`config.mk`:
```
export PLATFORM = sky130hd
export DESIGN_NAME = reduction_dim_transposer_flat
export DESIGN_NICKNAME = d
export VERILOG_FILES = /design/src/rtl/reduction_dim_transposer_if.sv /design/src/rtl/reduction_dim_transposer.sv /design/src/flat_wrapper.sv
export SDC_FILE = /design/constraint.sdc
export NUM_CORES = 1
export LEC_CHECK = 0
export ABC_AREA = 0
export CORE_MARGIN = 3
export CORE_UTILIZATION = 60
export DETAILED_ROUTE_END_ITERATION = 7
export PLACE_DENSITY = 0.81
export SLEW_MARGIN = 20
export SYNTH_ARGS = -nofsm -noshare
export SYNTH_HDL_FRONTEND = slang
export SYNTH_SLANG_ARGS = --single-unit
```
`constraint.sdc`:
```
create_clock -name clk -period 6.1 [get_ports clk]
set_input_delay 1.22 -clock clk [delete_from_list [all_inputs] [get_ports clk]]
set_output_delay 1.22 -clock clk [all_outputs]
set_load 0.01 [all_outputs]
```
`src/rtl/reduction_dim_transposer_if.sv`:
```
// reduction_dim_transposer_if: input/output handshake bus of the slice transposer
interface reduction_dim_transposer_if #(
  parameter int DATA_W = 32,
  parameter int DIM2 = 3
);
  logic valid_in, in_ready, valid_out, out_ready, last_out;
  logic [DATA_W-1:0] input_data, output_data;
  logic [$clog2(DIM2)-1:0] col_idx;
  modport master(output valid_in, input_data, out_ready, input in_ready, valid_out, output_data, last_out, col_idx);
  modport slave(input valid_in, input_data, out_ready, output in_ready, valid_out, output_data, last_out, col_idx);
endinterface

```
`src/rtl/reduction_dim_transposer.sv`:
```
// reduction_dim_transposer: ping-pong buffered row-major to column-major slice transposer
module reduction_dim_transposer #(
  parameter int DATA_W = 32,
  parameter int DIM1 = 4,
  parameter int DIM2 = 3
) (
  input logic clk,
  input logic rst_n,
  reduction_dim_transposer_if.slave bus
);
  localparam int N = DIM1 * DIM2;
  localparam int AW = $clog2(N);
  localparam int W1 = $clog2(DIM1);
  localparam int W2 = $clog2(DIM2);
  logic [DATA_W-1:0] mem_q [2][N];
  logic [1:0] full_q, full_d;
  logic wsel_q, wsel_d, rsel_q, rsel_d;
  logic [AW-1:0] wcnt_q, wcnt_d, raddr;
  logic [W1-1:0] r1_q, r1_d;
  logic [W2-1:0] r2_q, r2_d, col_q, col_d;
  logic valid_q, valid_d, last_q, last_d;
  logic [DATA_W-1:0] data_q, data_d;
  logic wr, wdone, ld, r1_end, r2_end, rdone;
  always_comb begin
    wr = bus.valid_in & ~full_q[wsel_q];
    wdone = wr & (wcnt_q == AW'(N - 1));
    ld = full_q[rsel_q] & (~valid_q | bus.out_ready);
    r1_end = r1_q == W1'(DIM1 - 1);
    r2_end = r2_q == W2'(DIM2 - 1);
    rdone = ld & r1_end & r2_end;
    raddr = AW'(r1_q) * AW'(DIM2) + AW'(r2_q);
    full_d[0] = (full_q[0] | (wdone & ~wsel_q)) & ~(rdone & ~rsel_q);
    full_d[1] = (full_q[1] | (wdone & wsel_q)) & ~(rdone & rsel_q);
    wcnt_d = wr ? (wdone ? '0 : wcnt_q + AW'(1)) : wcnt_q;
    wsel_d = wsel_q ^ wdone;
    r1_d = ld ? (r1_end ? '0 : r1_q + W1'(1)) : r1_q;
    r2_d = (ld & r1_end) ? (r2_end ? '0 : r2_q + W2'(1)) : r2_q;
    rsel_d = rsel_q ^ rdone;
    valid_d = ld | (valid_q & ~bus.out_ready);
    data_d = ld ? mem_q[rsel_q][raddr] : data_q;
    last_d = ld ? r1_end : last_q;
    col_d = ld ? r2_q : col_q;
  end
  always_ff @(posedge clk) begin
    if (wr) mem_q[wsel_q][wcnt_q] <= bus.input_data;
  end
  always_ff @(posedge clk or negedge rst_n) begin
    if (!rst_n) begin
      full_q <= '0;
      wsel_q <= 1'b0;
      rsel_q <= 1'b0;
      wcnt_q <= '0;
      r1_q <= '0;
      r2_q <= '0;
      valid_q <= 1'b0;
      last_q <= 1'b0;
      data_q <= '0;
      col_q <= '0;
    end else begin
      full_q <= full_d;
      wsel_q <= wsel_d;
      rsel_q <= rsel_d;
      wcnt_q <= wcnt_d;
      r1_q <= r1_d;
      r2_q <= r2_d;
      valid_q <= valid_d;
      last_q <= last_d;
      data_q <= data_d;
      col_q <= col_d;
    end
  end
  assign bus.in_ready = ~full_q[wsel_q];
  assign bus.valid_out = valid_q;
  assign bus.output_data = data_q;
  assign bus.last_out = last_q;
  assign bus.col_idx = col_q;
endmodule
```
`src/flat_wrapper.sv`:
```
// flat-port wrapper written by rule: the top's interface ports become plain ports
module reduction_dim_transposer_flat 
#(
  parameter int DATA_W = 32,
  parameter int DIM1 = 4,
  parameter int DIM2 = 3
)
  (clk, rst_n, bus_valid_in, bus_input_data, bus_out_ready, bus_in_ready, bus_valid_out, bus_output_data, bus_last_out, bus_col_idx);
  reduction_dim_transposer_if #(.DATA_W(DATA_W), .DIM2(DIM2)) bus_i ();
  input logic clk;
  input logic rst_n;
  input wire logic [$bits(bus_i.valid_in)-1:0] bus_valid_in;
  input wire logic [$bits(bus_i.input_data)-1:0] bus_input_data;
  input wire logic [$bits(bus_i.out_ready)-1:0] bus_out_ready;
  output wire logic [$bits(bus_i.in_ready)-1:0] bus_in_ready;
  output wire logic [$bits(bus_i.valid_out)-1:0] bus_valid_out;
  output wire logic [$bits(bus_i.output_data)-1:0] bus_output_data;
  output wire logic [$bits(bus_i.last_out)-1:0] bus_last_out;
  output wire logic [$bits(bus_i.col_idx)-1:0] bus_col_idx;
  assign bus_i.valid_in = bus_valid_in;
  assign bus_i.input_data = bus_input_data;
  assign bus_i.out_ready = bus_out_ready;
  assign bus_in_ready = bus_i.in_ready;
  assign bus_valid_out = bus_i.valid_out;
  assign bus_output_data = bus_i.output_data;
  assign bus_last_out = bus_i.last_out;
  assign bus_col_idx = bus_i.col_idx;
  reduction_dim_transposer #(.DATA_W(DATA_W), .DIM1(DIM1), .DIM2(DIM2)) u_core (.clk(clk), .rst_n(rst_n), .bus(bus_i));
endmodule
```
# Word-level counts from Yosys, hierarchy flattened
# Memories as Yosys holds them, arrays and structs flattened.
# Index checks and enable logic that the tools add are counted.
op_classes:
  n_addsub: 4
  n_mul: 1
  n_lt_le_gt_ge: 5
  eq_ne: 3
  muxes: 14
  bitwise_logic: 27
  n_reduce_logical: 1
op_table:
  columns: ["cell", "n"]
  rows:
  - ["384-bit two-way mux", 1]
  - ["32-bit binary-select mux with 4-bit select", 1]
  - ["32-bit demux with 4-bit select", 1]
  - ["32-bit two-way mux", 3]
  - ["1-bit AND", 12]
  - ["5-bit greater-or-equal comparator (second input constant)", 2]
  - ["4-bit inverter with 5-bit output", 2]
  - ["1-bit inverter", 7]
  - ["5-bit by 1-bit < comparator with 1-bit output (second input constant)", 1]
  - ["1-bit two-way mux", 5]
  - ["2-bit by 1-bit adder with 2-bit output (second input constant)", 2]
  - ["4-bit by 1-bit adder with 4-bit output (second input constant)", 1]
  - ["4-bit by 2-bit adder with 4-bit output", 1]
  - ["2-bit equality test (second input constant)", 2]
  - ["4-bit equality test (second input constant)", 1]
  - ["1-bit by 2-bit < comparator with 1-bit output (second input constant)", 2]
  - ["2-bit by 2-bit multiplier with 4-bit output (second input constant)", 1]
  - ["2-bit two-way mux", 2]
  - ["4-bit two-way mux", 1]
  - ["1-bit OR", 4]
  - ["1-bit XOR", 2]
  - ["1-bit logical AND", 1]
word_totals:
  reg_bits: 48
  ramBits: 768
  input_bits: 36
  out_inout_bits: 37
  word_cells: 66
  mem_count: 1
mem_list:
  columns: ["memory", "depth", "word_bits", "rd", "rd_ports_with_merged_regs", "wr", "line_no", "text"]
  rows:
  - ["u_core.mem_q", 2, 384, 1, 0, 1, "reduction_dim_transposer.sv:15", "logic [DATA_W-1:0] mem_q [2][N];"]

# Longest topological paths before layout
logic_depth:
  word_depth: 8
  ltp_mapped: 11
  depth_no_buf: 9

# Least setup slack after synthesis
# OpenSTA, ideal clock, no wires.
synth_path:
  kind: "input -> register"
  start: "input bus_valid_in"
  end: "memory u_core.mem_q[0][100] (netlist bit), enable pin"
  setup_time_ns: 0.461
  arrival_ns: 3.815
  required_time_ns: 5.639
  slack_ns: 1.824
  stages: 4
  path_cell_list: "and2_1 > buf_2 > nand2_1 > nor3_1"
synth_via:
  elab_chain_cells: 3
synth_rtl:
  columns: ["element", "line_no", "text"]
  rows:
  - ["from (decl)", "flat_wrapper.sv:12", "input wire logic [$bits(bus_i.valid_in)-1:0] bus_valid_in;"]
  - ["1-bit AND", "reduction_dim_transposer.sv:25", "wr = bus.valid_in & ~full_q[wsel_q];"]
  - ["1-bit two-way mux", "reduction_dim_transposer.sv:45", "if (wr) mem_q[wsel_q][wcnt_q] <= bus.input_data;"]
  - ["384-bit two-way mux (implied by the code)", "reduction_dim_transposer.sv:45", null]
  - ["to (decl)", "reduction_dim_transposer.sv:15", null]
# No other way between the ends.

# Worst setup path in the final report
layout_path:
  start: "register u_core.r1_q[0]"
  end: "register u_core.data_q[10], in the netlist u_core.bus.output_data[10]"
layout_via:
  elab_chain_cells: 6
layout_rtl:
  columns: ["element", "line_no", "text"]
  rows:
  - ["from (decl)", "reduction_dim_transposer.sv:19", "logic [W1-1:0] r1_q, r1_d;"]
  - ["from (signal assigned)", "reduction_dim_transposer.sv:64", "r1_q <= r1_d;"]
  - ["2-bit by 2-bit multiplier with 4-bit output", "reduction_dim_transposer.sv:31", "raddr = AW'(r1_q) * AW'(DIM2) + AW'(r2_q);"]
  - ["4-bit by 2-bit adder with 4-bit output", "reduction_dim_transposer.sv:31", null]
  - ["4-bit inverter with 5-bit output (implied by the code)", "reduction_dim_transposer.sv:40", "data_d = ld ? mem_q[rsel_q][raddr] : data_q;"]
  - ["32-bit binary-select mux with 4-bit select", "reduction_dim_transposer.sv:40", null]
  - ["32-bit two-way mux (implied by the code) (2 in series)", "reduction_dim_transposer.sv:40", null]
  - ["to (signal assigned)", "reduction_dim_transposer.sv:68", "data_q <= data_d;"]
  - ["to (decl)", "reduction_dim_transposer.sv:22", "logic [DATA_W-1:0] data_q, data_d;"]
# No other way between the ends. The select of a mux whose other input is x is not followed.
# A chain may end at the register's enable or synchronous reset.

==> impl_metrics.json <==
{
  "dieArea_sq_um": 55980,
  "core_sq_um": 51920,
  "drive_above_1_share": 0.1287,
  "ys_seq_elements": 816,
  "synth-main-ff-cell": "edfxtp_1",
  "post_drt_wl_per_cell_um": 29.87,
  "synth_area_leaders": "edfxtp_1 (72%), mux2i_1 (10%), dfrtp_1 (3.8%)",
  "tightest_slew_ns": 1.133,
  "maxSlewViolCount": 0,
  "post_drt_via_cell_ratio": 6.792,
  "status": "finished, final reports clean",
  "synthMuxAreaShare": 0.1244,
  "port_buffers": 72,
  "grtUsageTotal": 0.2780,
  "holdCritPathClass": "reg -> reg",
  "fin_hold_ws_ns": 0.4797,
  "drtIter0Drc": 2516,
  "fin_setup_tns_ns": 0,
  "row_count": 83,
  "hpwl_mm": 43.56,
  "relSlewSlack": 0.2448,
  "min_period_over_period": 0.6643,
  "cts_tree": "built",
  "rsz0062_at_grt": "no",
  "grt_max_degree": 98,
  "clk_latency_ns": 0.63,
  "ioPinCount": 73,
  "syn_inst": 1793,
  "synth_xor_area_frac": 0,
  "ant_nets": 0,
  "syn2layout_area_growth_pct": 14.22,
  "synth_top_family_by_area": "multiplexers",
  "synth.avg_cell_area_sq_um": 17.80,
  "vdd_drop_max_mv": 0.5798,
  "grt_pass1_wl_mm": 115.0,
  "cts-root-buf": "clkbuf_16",
  "cts_resized": 0,
  "grt_pass1_vias": 17920,
  "final_nets": 1935,
  "ctsLongestPathBuffers": 3,
  "max_stage_delay_ns": 0.95,
  "p_per_area_nw_per_um2": 508.7,
  "synth.top_cell.area_share": 0.7228,
  "power_w": 0.01854,
  "synth.distinct_cells": 39,
  "synth_nets": 1842,
  "ys_warn_count": 0,
  "yosys.area.top_type": "edfxtp_1",
  "synth-async-reset-ratio": 0.05882,
  "clock-sinks": 816,
  "ys_seq_area_frac": 0.7604,
  "layout_commonest_cell": "edfxtp_1",
  "fp.dieH_um": 236.6,
  "start_util": 0.6145,
  "drt_first_pass_iters": 5,
  "setup_ws_ns": 2.048,
  "die_w_um": 236.6,
  "timing_hold_violations_final": 0,
  "hold_buffers": 0,
  "fin_area_sq_um": 36450,
  "synth_compound_area_frac": 0.05141,
  "place_ws_ns": 2.085,
  "final_cell_mix": "edfxtp_1 (768), mux2i_1 (321), clkbuf_16 (83), nand2_1 (82), clkdlybuf4s50_1 (71)",
  "drv_cap": 0,
  "drc_errors": 0,
  "ff_latch_area_sq_um": 24270,
  "syn_area_sq_um": 31910,
  "synth_fa_ha_area_frac": 0.005568,
  "clock_skew_ns": 0.02685,
  "cp_cell_sequence": "inv_1 -> fa_1 -> inv_1 -> ha_1 -> fa_1 -> nand4b_1 -> buf_4 -> o22ai_1 -> o31ai_1 -> nand3_1",
  "multi_input_area_sq_um": 7338,
  "p_leak_nw": 13.57,
  "endpoint_kind": "register",
  "worstPathArrival_ns": 4.59,
  "fillers": 3100,
  "setup_viol": 0,
  "fmax_mhz": 246.8,
  "start_kind": "register",
  "wl_mm": 78.56,
  "cts_buffers": 79,
  "gp_congestion": 0.8343,
  "critical_path_peak_fanout": 17,
  "clkTransAtPathRegs_ns": 0.06,
  "h-tree-depth": 3,
  "antenna_cells": 0,
  "required_ns": 6.64,
  "slowest_stage": "nand4b_1",
  "grt_overflow": 0,
  "grt_antenna_before_repair": 2,
  "synthSimpleGateAreaFrac": 0.04145,
  "place_area_sq_um": 33730,
  "synth_edf_count": 768,
  "timing.final.crit_period_ns": 4.052,
  "vias": 17860,
  "critPathKind": "reg -> reg",
  "post-cts-setup-buffers": 0
}
==> cell families (layout without fill, tap and decap cells) <==
| family | count (synthesis) | after routing |
|---|---|---|
| compound gates | 234 | 234 |
| fa+ha+maj | 13 | 13 |
| mux | 356 | 356 |
| flops | 816 | 816 |
| buf+inv | 113 | 270 |
| simple gates | 261 | 261 |
==> Yosys cell counts (all sizes together) (2+ instances only) <==
cell	count
o31ai	32
o21ai	6
dfrtp	48
nand2	82
nor2	28
mux4	32
nor3	4
o21bai	32
nor2b	3
edfxtp	768
and2	34
clkbuf	51
ha	11
inv	12
fa	2
or2	2
nand2b	3
mux2	2
o22ai	32
a21oi	65
buf	50
nand4	64
a22oi	64
a21o	2
mux2i	322
nand3	35
==> worst max-delay path, delay by kind of cell, from the launching register on <==
family,cells,cell delay (ns)
AOI/OAI and AO/OA,2,0.41
buffers and inverters,3,0.73
and+or+nand+nor,2,1.10
DFF,1,0.44
adders and majority gates,3,1.28
==> power by group <==
group          internal [W]  leakage (nW)  switching, W
Clock               0.00293          1.30       0.00206
Combinational       0.00235          4.83       0.00438
Sequential          0.00655          7.44      0.000270
Total                0.0118          13.6       0.00671
==> per-layer routing <==
| metal | wire length (um) | vias up | share of wire | GRT usage |
|---|---|---|---|---|
| met5 | 14 | - | 0.00018 | 0 |
| met4 | 2848 | 4 | 0.036 | 0.1165 |
| met3 | 9089 | 207 | 0.12 | 0.06976 |
| met1 | 29800 | 9025 | 0.38 | 0.3863 |
| met2 | 36800 | 1315 | 0.47 | 0.4266 |
| li1 | - | 7312 | - | - |
==> registers in the layout (all words and copies together) (netlist names) <==
name and count:
u_core.full_q 2, u_core.mem_q 768, u_core.bus.valid_out 1, u_core.rsel_q 1, u_core.bus.output_data 32, u_core.r2_q 2, u_core.bus.last_out 1, u_core.wsel_q 1
u_core.r1_q 2, u_core.bus.col_idx 2, u_core.wcnt_q 4
==> per-stage QoR <==
stage | utilization | instances
floorplan | - | 1793
global placement | 0.6434 | 2468
detailed placement | 0.6495 | 2482
CTS | 0.7005 | 2627
global route | 0.7019 | 2630
finish | 0.7019 | 2630
==> area by class of cell <==
| cell class | instances | share of cell area |
|---|---|---|
| Inverter | 12 | 0.001236 |
| Clock inverter | 50 | 0.01377 |
| Sequential cell | 816 | 0.6658 |
| Multi-Input combinational cell | 864 | 0.2013 |
| Timing Repair Buffer | 113 | 0.03570 |
| Tap cell | 680 | 0.02334 |
| Clock buffer | 95 | 0.05877 |
==> worst paths after layout <==
kind	slack (ns)	end	startpoint	cells after the start
max	2.05	u_core.bus.output_data[10]	u_core.r1_q[0]	10
max reg2reg	2.05	u_core.bus.output_data[10]	u_core.r1_q[0]	10
min	0.48	u_core.bus.col_idx[0]	u_core.bus.col_idx[0]	2
min in group asynchronous	0.78	u_core.bus.output_data[27]	rst_n	2
max in group asynchronous	4.70	u_core.rsel_q	rst_n	2
min reg2reg	0.48	u_core.bus.col_idx[0]	u_core.bus.col_idx[0]	2
No activity file was read; power rests on OpenSTA's default activity.
